--- config.mk ---
export PLATFORM = sky130hd
export DESIGN_NAME = spi_boot_loader
export DESIGN_NICKNAME = d
export VERILOG_FILES = /design/src/rtl/spi_boot_loader.sv
export SDC_FILE = /design/constraint.sdc
export NUM_CORES = 1
export LEC_CHECK = 0
export CAP_MARGIN = 20
export CELL_PAD_IN_SITES_DETAIL_PLACEMENT = 0
export CELL_PAD_IN_SITES_GLOBAL_PLACEMENT = 1
export CORE_AREA = 2 2 90 92
export CTS_CLUSTER_SIZE = 10
export DETAILED_ROUTE_END_ITERATION = 12
export DIE_AREA = 0 0 92 94
export PLACE_DENSITY = 0.87
export SYNTH_ARGS = -nofsm -noshare
export SYNTH_HDL_FRONTEND = slang
export SYNTH_SLANG_ARGS = --single-unit
--- constraint.sdc ---
create_clock -name clk -period 2.85 [get_ports clk]
set_input_delay 0.57 -clock clk [delete_from_list [all_inputs] [get_ports clk]]
set_output_delay 0.57 -clock clk [all_outputs]
set_load 0.01 [all_outputs]
--- src/rtl/spi_boot_loader.sv ---
// spi_boot_loader: copies words from an SPI flash (READ 0x03) into the
// boot memory after reset, holding the CPU until the copy completes.
module spi_boot_loader #(
  parameter logic [3:0]  START_ADDR = 4'h7,
  parameter int          WORD_COUNT = 5,
  parameter logic [23:0] FLASH_BASE = 24'h000000,
  parameter int          SPI_DIV    = 2
) (
  input  logic        clk,
  input  logic        rst,
  input  logic        bypass,
  input  logic        start,
  input  logic        spi_miso,
  output logic        spi_sclk,
  output logic        spi_cs_n,
  output logic        spi_mosi,
  output logic        mem_cs,
  output logic        mem_we,
  output logic [3:0]  mem_addr,
  output logic [15:0] mem_din,
  output logic        cpu_hold,
  output logic        done
);

  typedef enum logic [2:0] {
    IDLE, CMD, READ, WRITE, FINISH, DONE
  } state_t;

  localparam logic [7:0]  DIV_M1   = 8'(SPI_DIV - 1);
  localparam logic [4:0]  WC       = 5'(WORD_COUNT);
  localparam logic [31:0] CMD_WORD = {8'h03, FLASH_BASE};

  state_t       state_q;
  logic [7:0]   div_q;
  logic [5:0]   cnt_q;
  logic [4:0]   idx_q;
  logic [31:0]  cmd_q;
  logic [15:0]  rx_q;
  logic         sclk_q;
  logic         cs_n_q;
  logic         mosi_q;
  logic         done_q;
  logic         hold_q;
  logic         reload_q;
  logic         mcs_q;
  logic         mwe_q;
  logic [3:0]   maddr_q;
  logic [15:0]  mdin_q;
  logic         tick;
  logic [4:0]   idx_d;

  assign tick  = (div_q == DIV_M1);
  assign idx_d = idx_q + 5'd1;

  always_ff @(posedge clk or negedge rst) begin
    if (!rst) begin
      state_q  <= IDLE;
      div_q    <= '0;
      cnt_q    <= '0;
      idx_q    <= '0;
      cmd_q    <= '0;
      rx_q     <= '0;
      sclk_q   <= 1'b0;
      cs_n_q   <= 1'b1;
      mosi_q   <= 1'b0;
      done_q   <= 1'b0;
      hold_q   <= 1'b1;
      reload_q <= 1'b0;
    end else begin
      unique case (state_q)
        IDLE: begin
          div_q <= DIV_M1;
          cnt_q <= '0;
          idx_q <= '0;
          if (bypass && !reload_q) begin
            state_q <= FINISH;
          end else begin
            cs_n_q  <= 1'b0;
            mosi_q  <= CMD_WORD[31];
            cmd_q   <= {CMD_WORD[30:0], 1'b0};
            state_q <= CMD;
          end
        end
        CMD, READ: begin
          if (!tick) begin
            div_q <= div_q + 8'd1;
          end else begin
            div_q <= '0;
            // falls shift mosi; cmd_q is all zero once the command is out
            if (sclk_q) begin
              sclk_q <= 1'b0;
              cnt_q  <= cnt_q + 6'd1;
              mosi_q <= cmd_q[31];
              cmd_q  <= {cmd_q[30:0], 1'b0};
            end else if (state_q == READ && cnt_q == 6'd16) begin
              state_q <= WRITE;
            end else begin
              sclk_q <= 1'b1;
              rx_q   <= {rx_q[14:0], spi_miso};
              if (state_q == CMD && cnt_q == 6'd32) begin
                state_q <= READ;
                cnt_q   <= '0;
              end
            end
          end
        end
        WRITE: begin
          idx_q <= idx_d;
          if (idx_d == WC) begin
            cs_n_q  <= 1'b1;
            state_q <= FINISH;
          end else begin
            sclk_q  <= 1'b1;
            rx_q    <= {rx_q[14:0], spi_miso};
            div_q   <= '0;
            cnt_q   <= '0;
            state_q <= READ;
          end
        end
        FINISH: begin
          cs_n_q  <= 1'b1;
          sclk_q  <= 1'b0;
          done_q  <= 1'b1;
          hold_q  <= 1'b0;
          state_q <= DONE;
        end
        DONE: begin
          if (start) begin
            hold_q   <= 1'b1;
            done_q   <= 1'b0;
            idx_q    <= '0;
            reload_q <= 1'b1;
            state_q  <= IDLE;
          end
        end
        default: state_q <= IDLE;
      endcase
    end
  end

  // Write port launched on the falling edge for the gated memory clock
  always_ff @(negedge clk or negedge rst) begin
    if (!rst) begin
      mcs_q   <= 1'b0;
      mwe_q   <= 1'b0;
      maddr_q <= '0;
      mdin_q  <= '0;
    end else begin
      mcs_q <= (state_q == WRITE);
      mwe_q <= (state_q == WRITE);
      if (state_q == WRITE) begin
        maddr_q <= START_ADDR + idx_q[3:0];
        mdin_q  <= rx_q;
      end
    end
  end

  assign spi_sclk = sclk_q;
  assign spi_cs_n = cs_n_q;
  assign spi_mosi = mosi_q;
  assign mem_cs   = mcs_q;
  assign mem_we   = mwe_q;
  assign mem_addr = maddr_q;
  assign mem_din  = mdin_q;
  assign cpu_hold = hold_q;
  assign done     = done_q;

endmodule

==> metrics.md, run 1 <==
| Metric | Value |
|---|---|
| Worst setup EP type | `output pin` |
| Share of layout cells above drive strength 1 | `between 20% and 30%` |
| Place WS | `-0.0836 ns` |
| Setup TNS | `-0.325 ns` |
| Area leader, netlist | `dfrtp_1` |
| CP peak stage delay | `0.41 ns` |
| Fin area | `a little under 4000 sq um` |
| TritonRoute pass-1 iters | `4` |
| Post-route worst setup slack | `-0.0245 ns` |
| Reg-to-reg startpoint | `state_q[2]$_DFFE_PN0P_` |
| Synthesis-to-layout area growth | `18.0%` |
| Setup CP Type | `flop to output pin` |
| Num CTS Buffers | `9` |
| Max_slew headroom | `58.0%` |
| Reg-to-Reg End | `mem_addr[2]$_DFFE_NN0P_` |
| Cell row count | `32` |
| DP HPWL | `4410 um` |
| Synthesized area per cell | `10.2 sq um` |
| IO Count | `32` |
| CTS tree | `yes` |
| Hold_ws | `between 0.15 and 0.2 ns` |
| Max Slew Vio Count | `0` |
| Status | `finished, violations left` |
| Most frequent cell after synthesis | `nand2_1` |
| CP bufs+invs | `1` |
| Die area | `8650 sq um` |
| Synth cell types | `about 50` |
| Critical Path RT | `2.28 ns` |
| Crit Path Max Fanout | `2` |
| Routed vias | `2500` |
| Register area share after synthesis | `53.5%` |
| Congestion Overflow GR | `0` |
| Clk buf depth | `2` |
| Max rail drop VDD | `around 0.42 mV` |
| CTS H-tree lvls | `3` |
| Starting Density | `44.3%` |
| Antenna diodes | `0` |
| Vias per std cell | `5.13` |
| Synth warn | `0` |
| Nets | `392` |
| Worst-path clk slew | `0.08 ns` |
| Area of the mapped netlist | `~3400 sq um` |
| #FFs+latches synth | `72` |
| Lkg Pwr | `1.99 nW` |
| DRT iter0 DRCs | `113` |
| WL final | `6600 um` |
| Crit-path slowest cell | `dfrtn_1` |
| Failing checks | `setup timing` |
| Synth top area share | `36.4%` |
| Crit path max-delay family | `flip-flops` |
| Slew at the pin closest to its max-slew limit | `0.621 ns` |
| Cell Area, Placed | `3820 sq um` |
| Overall Global Routing Usage | `16.6%` |
| R2R cell count | `4` |
| Clk Latency, worst-skew pair | `0.35 ns` |
| RSZ-0062 raised after global routing | `yes` |
| Placed cell count | `460` |
| DRC Markers | `0` |
| Final Hold Vio Count | `0` |
| Buffers on Ports | `31` |
| Data arrival, critical path | `2.30 ns` |
| Main synth FF type | `dfrtp_1` |
| Ys async rst share | `100%` |
| Critical-path cell list | `buf_2` |
| Pin count of the biggest net entering global routing | `45` |
| Critical Path Start Type | `flop` |
| Most frequent cells after synthesis | `nand2_1 (83), dfrtp_1 (49), o21ai_0 (23)` |
| Largest cells by area after synthesis | `dfrtp_1 (36%), dfrtn_1 (16%), nand2_1 (9.2%), mux2_4 (4.0%), o21ai_0 (3.4%)` |
| Core ar. | `7610 sq um` |
| Net Count, Synth | `342` |
| First-pass GRT wire length | `11300 um` |
| Clock sink count | `72` |
| HP Class | `primary input to async pin` |
| Max-cap viol count | `0` |
| Initial antenna violation count | `0` |
| Final ANT Viol Nets | `0` |
| Clock Skew | `0.0190 ns` |
| Routed length per instance | `13.5 um` |
| Power Dens Cells | `802 nW/um^2` |
| Root Driver | `clkbuf_8` |
| Routability-driven placement congestion ratio | `0.769` |
| Worst path depth | `1` |
| Post-synth EDFFs | `0` |
| # setup viols final | `22` |
| Vias in the first global route | `2429` |
| Syn Inst Count | `330` |
| Flop-to-flop setup slack | `0.10 ns` |
| Non-Filler Instances | `487` |
| Die width | `92 um` |
| Die Y | `94 um` |
## state kept, by name, summed over array words and instances, names as in the netlist
name / flops
rx_q: 16
mem_we: 1
idx_q: 5
done: 1
spi_cs_n: 1
cnt_q: 6
cpu_hold: 1
cmd_q: 7
mem_din: 16
reload_q: 1
div_q: 8
mem_addr: 4
spi_mosi: 1
spi_sclk: 1
state_q: 3
## layout make-up
| class | instances | area [sq um] |
|---|---|---|
| Fill cell | 728 | 3630 |
| Sequential cell | 72 | 1800 |
| Multi-Input combinational cell | 234 | 1450 |
| Timing Repair Buffer | 54 | 380 |
| Tap cell | 102 | 128 |
| Clock buffer | 9 | 124 |
| Clock inverter | 7 | 63.8 |
| Inverter | 9 | 33.8 |
## power breakdown
part,leakage [nW],internal [mW],switching (mW)
Clock,0.0903,0.335,0.439
Combinational,0.957,0.496,0.485
Sequential,0.947,1.25,0.189
## cell usage in the layout (no fill, tap or decap), types with 5 or more instances in the layout
master,netlist,routed
mux2_2,7,7
buf_2,1,23
buf_4,4,22
nor2b_1,8,8
clkbuf_8,0,9
mux2_4,9,9
nand3_1,8,8
o21ai_0,23,23
clkdlybuf4s50_1,0,8
dfrtn_1,21,21
nor2_1,10,10
nand2_1,83,83
inv_1,7,7
o21a_1,5,5
ha_1,7,7
a21oi_1,11,11
dfrtp_1,49,49
## per-layer routing
metal  track usage [%]  share of wire [%]  routed length (um)
met1              21.3                 46                3050
met5                 0                  0                   0
met3              2.73                2.6                 171
met4              8.71                2.4                 156
met2              27.1                 49                3220
## metrics by stage
| step | power, mW | utilization [%] |
|---|---|---|
| 4_1_cts | 3.24 | 51.8 |
| 5_1_grt | 3.42 | 52.3 |
| 2_1_floorplan | 2.18 | - |
| 3_5_place_dp | 2.45 | 50.2 |
| 3_3_place_gp | 2.41 | 50.2 |
| 6_report | 3.19 | 52.3 |
## worst max-delay path by stage
stage | to | startpoint | slack (ns)
after detailed placement | mem_addr[2] | mem_addr[2]$_DFFE_NN0P_ | -0.08
after global routing | mem_din[1] | mem_din[1]$_DFFE_NN0P_ | -0.07
final | mem_addr[2] | mem_addr[2]$_DFFE_NN0P_ | -0.02
after global placement | mem_addr[0] | mem_addr[0]$_DFFE_NN0P_ | -0.07
after CTS | mem_din[8] | mem_din[8]$_DFFE_NN0P_ | -0.04
after floorplan | mem_addr[2]$_DFFE_NN0P_ | state_q[2]$_DFFE_PN0P_ | 0.20
## kinds of logic after synthesis
logic type               Yosys count  synth area share [%]
AO/OA/AOI/OAI                     64                  12.2
flip-flops                        72                  53.5
XOR/XNOR                           8                  2.08
buffers and inverters             24                  3.64
adder cells (fa/ha/maj)            7                  2.60
multiplexers                      17                  6.64
AND/OR/NAND/NOR                  138                  19.3
## what timing repair did
action,4_1_cts,5_1_grt
resized for setup,88,0
buffers inserted,6,5
setup endpoints to repair,22,22
hold buffers,0,0
No activity file was read; power rests on OpenSTA's default activity.
==> inputs of run 2 (changes only) <==
==> config.mk (replaced) <==
export PLATFORM = sky130hd
export DESIGN_NAME = spi_boot_loader
export DESIGN_NICKNAME = d
export VERILOG_FILES = /design/src/rtl/spi_boot_loader.sv
export SDC_FILE = /design/constraint.sdc
export NUM_CORES = 1
export LEC_CHECK = 0
export CAP_MARGIN = 10
export CELL_PAD_IN_SITES_DETAIL_PLACEMENT = 0
export CELL_PAD_IN_SITES_GLOBAL_PLACEMENT = 1
export CORE_AREA = 2 2 87 89
export CTS_CLUSTER_SIZE = 10
export DETAILED_ROUTE_END_ITERATION = 12
export DIE_AREA = 0 0 89 91
export PLACE_DENSITY = 0.94
export SYNTH_ARGS = -nofsm -noshare
export SYNTH_HDL_FRONTEND = slang
export SYNTH_SLANG_ARGS = --single-unit
==> constraint.sdc (replaced) <==
create_clock -name clk -period 3.6 [get_ports clk]
set_input_delay 0.72 -clock clk [delete_from_list [all_inputs] [get_ports clk]]
set_output_delay 0.72 -clock clk [all_outputs]
set_load 0.01 [all_outputs]
==> metrics.md, run 2 (same netlist as run 1, synthesis figures left out) <==
| Metric | Value |
|---|---|
| Status | `completed` |
| HP Class | `primary input to async pin` |
| CP bufs+invs | `1 (unchanged)` |
| Max_slew headroom | `56.1% (-1.9 points)` |
| # setup viols final | `0 (-100%)` |
| Clk buf depth | `2 (unchanged)` |
| Critical Path RT | `2.88 ns (+0.60 ns)` |
| WL final | `6320 um (-4.1%)` |
| Overall Global Routing Usage | `18.2% (+1.6 points)` |
| DP HPWL | `4240 um (-4.0%)` |
| Die area | `8100 sq um (-6.3%)` |
| Crit path max-delay family | `flip-flops` |
| Cell row count | `31 (-3.1%)` |
| Worst setup EP type | `output pin` |
| Clock Skew | `0.0207 ns (+0.00171 ns)` |
| IO Count | `32 (unchanged)` |
| Die Y | `91 um (-3.2%)` |
| Synthesis-to-layout area growth | `17.0%` |
| Place WS | `0.131 ns (+0.214 ns)` |
| Antenna diodes | `0 (unchanged)` |
| Lkg Pwr | `1.98 nW (-0.84%)` |
| Congestion Overflow GR | `0 (unchanged)` |
| Nets | `379 (-3.3%)` |
| Worst-path clk slew | `0.09 ns (about the same)` |
| Vias per std cell | `5.23 (+1.9%)` |
| Initial antenna violation count | `0 (unchanged)` |
| DRT iter0 DRCs | `121 (+7.1%)` |
| Hold Buf Count CTS | `0 (unchanged)` |
| Core ar. | `7140 sq um (-6.2%)` |
| Number of setup buffers added after CTS | `0 (-6)` |
| Critical Path Start Type | `flop` |
| Flop-to-flop setup slack | `0.59 ns (+0.49 ns)` |
| Setup TNS | `0 ns (+0.325 ns)` |
| Setup CP Type | `flop to output pin` |
| CTS tree | `yes` |
| Multi-input gate area | `1450 sq um (unchanged)` |
| Commonest non-fill, non-tap cell in the layout | `nand2_1` |
| Power Dens Cells | `632 nW/um^2 (-21%)` |
| Max-cap viol count | `0 (unchanged)` |
| Critical-path cell list | `dlygate4sd2_1` |
| DRC Markers | `0 (unchanged)` |
| TritonRoute pass-1 iters | `4 (unchanged)` |
| Filler instances | `664 (-8.8%)` |
| Final ANT Viol Nets | `0 (unchanged)` |
| # resized after CTS | `22 (-75%)` |
| Routed length per instance | `13.4 um (-0.87%)` |
| Share of layout cells above drive strength 1 | `14.0% (-8.6 points)` |
| Clk Latency, worst-skew pair | `0.35 ns (about the same)` |
| Pin count of the biggest net entering global routing | `37 (-18%)` |
| Vias in the first global route | `2503 (+3.0%)` |
| CP peak stage delay | `0.41 ns (about the same)` |
| Commonest cells after routing, fill and taps aside | `nand2_1 (83), dfrtp_1 (49), o21ai_0 (23)` |
| Slew at the pin closest to its max-slew limit | `0.649 ns (+0.0274 ns)` |
| RSZ-0062 raised after global routing | `no` |
| Sequential cell area | `1800 sq um (unchanged)` |
| Clock sink count | `72 (unchanged)` |
| Routability-driven placement congestion ratio | `0.756 (-1.6%)` |
| Max rail drop VDD | `0.323 mV (-24%)` |
| CTS H-tree lvls | `3 (unchanged)` |
| Max Slew Vio Count | `0 (unchanged)` |
| First-pass GRT wire length | `11500 um (+1.4%)` |
| Buffers on Ports | `31 (unchanged)` |
| Routed vias | `2464 (-1.4%)` |
| Crit-path slowest cell | `dfrtn_1` |
| Final Hold Vio Count | `0 (unchanged)` |
| Starting Density | `47.2% (+2.9 points)` |
| Data arrival, critical path | `2.82 ns (+0.52 ns)` |
| Crit Path Max Fanout | `2 (unchanged)` |
| Post-route worst setup slack | `0.0551 ns (+0.0796 ns)` |
| Num CTS Buffers | `9 (unchanged)` |
| Root Driver | `clkbuf_8` |
| Die width | `89 um (-3.3%)` |
==> run 2: worst paths after layout <==
path,start,endpoint,cells past startpoint
min in group clk,mem_din[7]$_DFFE_NN0P_,mem_din[7]$_DFFE_NN0P_,2
setup reg to reg,idx_q[0]$_DFFE_PN0P_,mem_addr[3]$_DFFE_NN0P_,3
setup / recovery,mem_addr[3]$_DFFE_NN0P_,mem_addr[3],1
hold reg to reg,mem_din[7]$_DFFE_NN0P_,mem_din[7]$_DFFE_NN0P_,2
max in group asynchronous,rst,mem_din[3]$_DFFE_NN0P_,2
hold / removal,rst,idx_q[1]$_DFFE_PN0P_,1
==> run 2: metrics by stage <==
stage	utilization (%)	hold slack [ns]	cell area, sq um	total power, mW	instances
2_1_floorplan	-	0.424	3370	1.72	330
3_3_place_gp	53.1	0.418	3790	1.88	455
3_5_place_dp	53.1	0.423	3790	1.91	455
4_1_cts	55.3	0.348	3950	2.52	471
5_1_grt	55.3	0.358	3950	2.68	471
6_report	55.3	0.326	3950	2.49	471
==> run 2: cell type report <==
cell class                 instances  share of cell area [%]
clock buffer                       9                    3.14
clock inverter                     7                    1.55
inverter                           9                   0.856
multi-input combinational        234                    36.6
sequential                        72                    45.7
tap                               99                    3.14
timing repair buffer              41                    8.94
==> run 2: report_power, final <==
part / total (mW) / leakage (nW) / switching, mW / internal (mW)
clock network: 0.608 / 0.0892 / 0.343 / 0.264
logic: 0.753 / 0.941 / 0.380 / 0.373
registers: 1.13 / 0.947 / 0.145 / 0.988
total: 2.49 / 1.98 / 0.869 / 1.63
==> run 2: metal layers <==
metal / up-vias / share of wire, % / track usage [%] / routed length (um)
met3: 9 / 3.8 / 4.00 / 242
met5: - / 0 / 0 / 0
met2: 46 / 48 / 28.9 / 3040
li1: 1205 / - / - / -
met1: 1204 / 46 / 23.9 / 2920
met4: 0 / 2.0 / 7.46 / 124
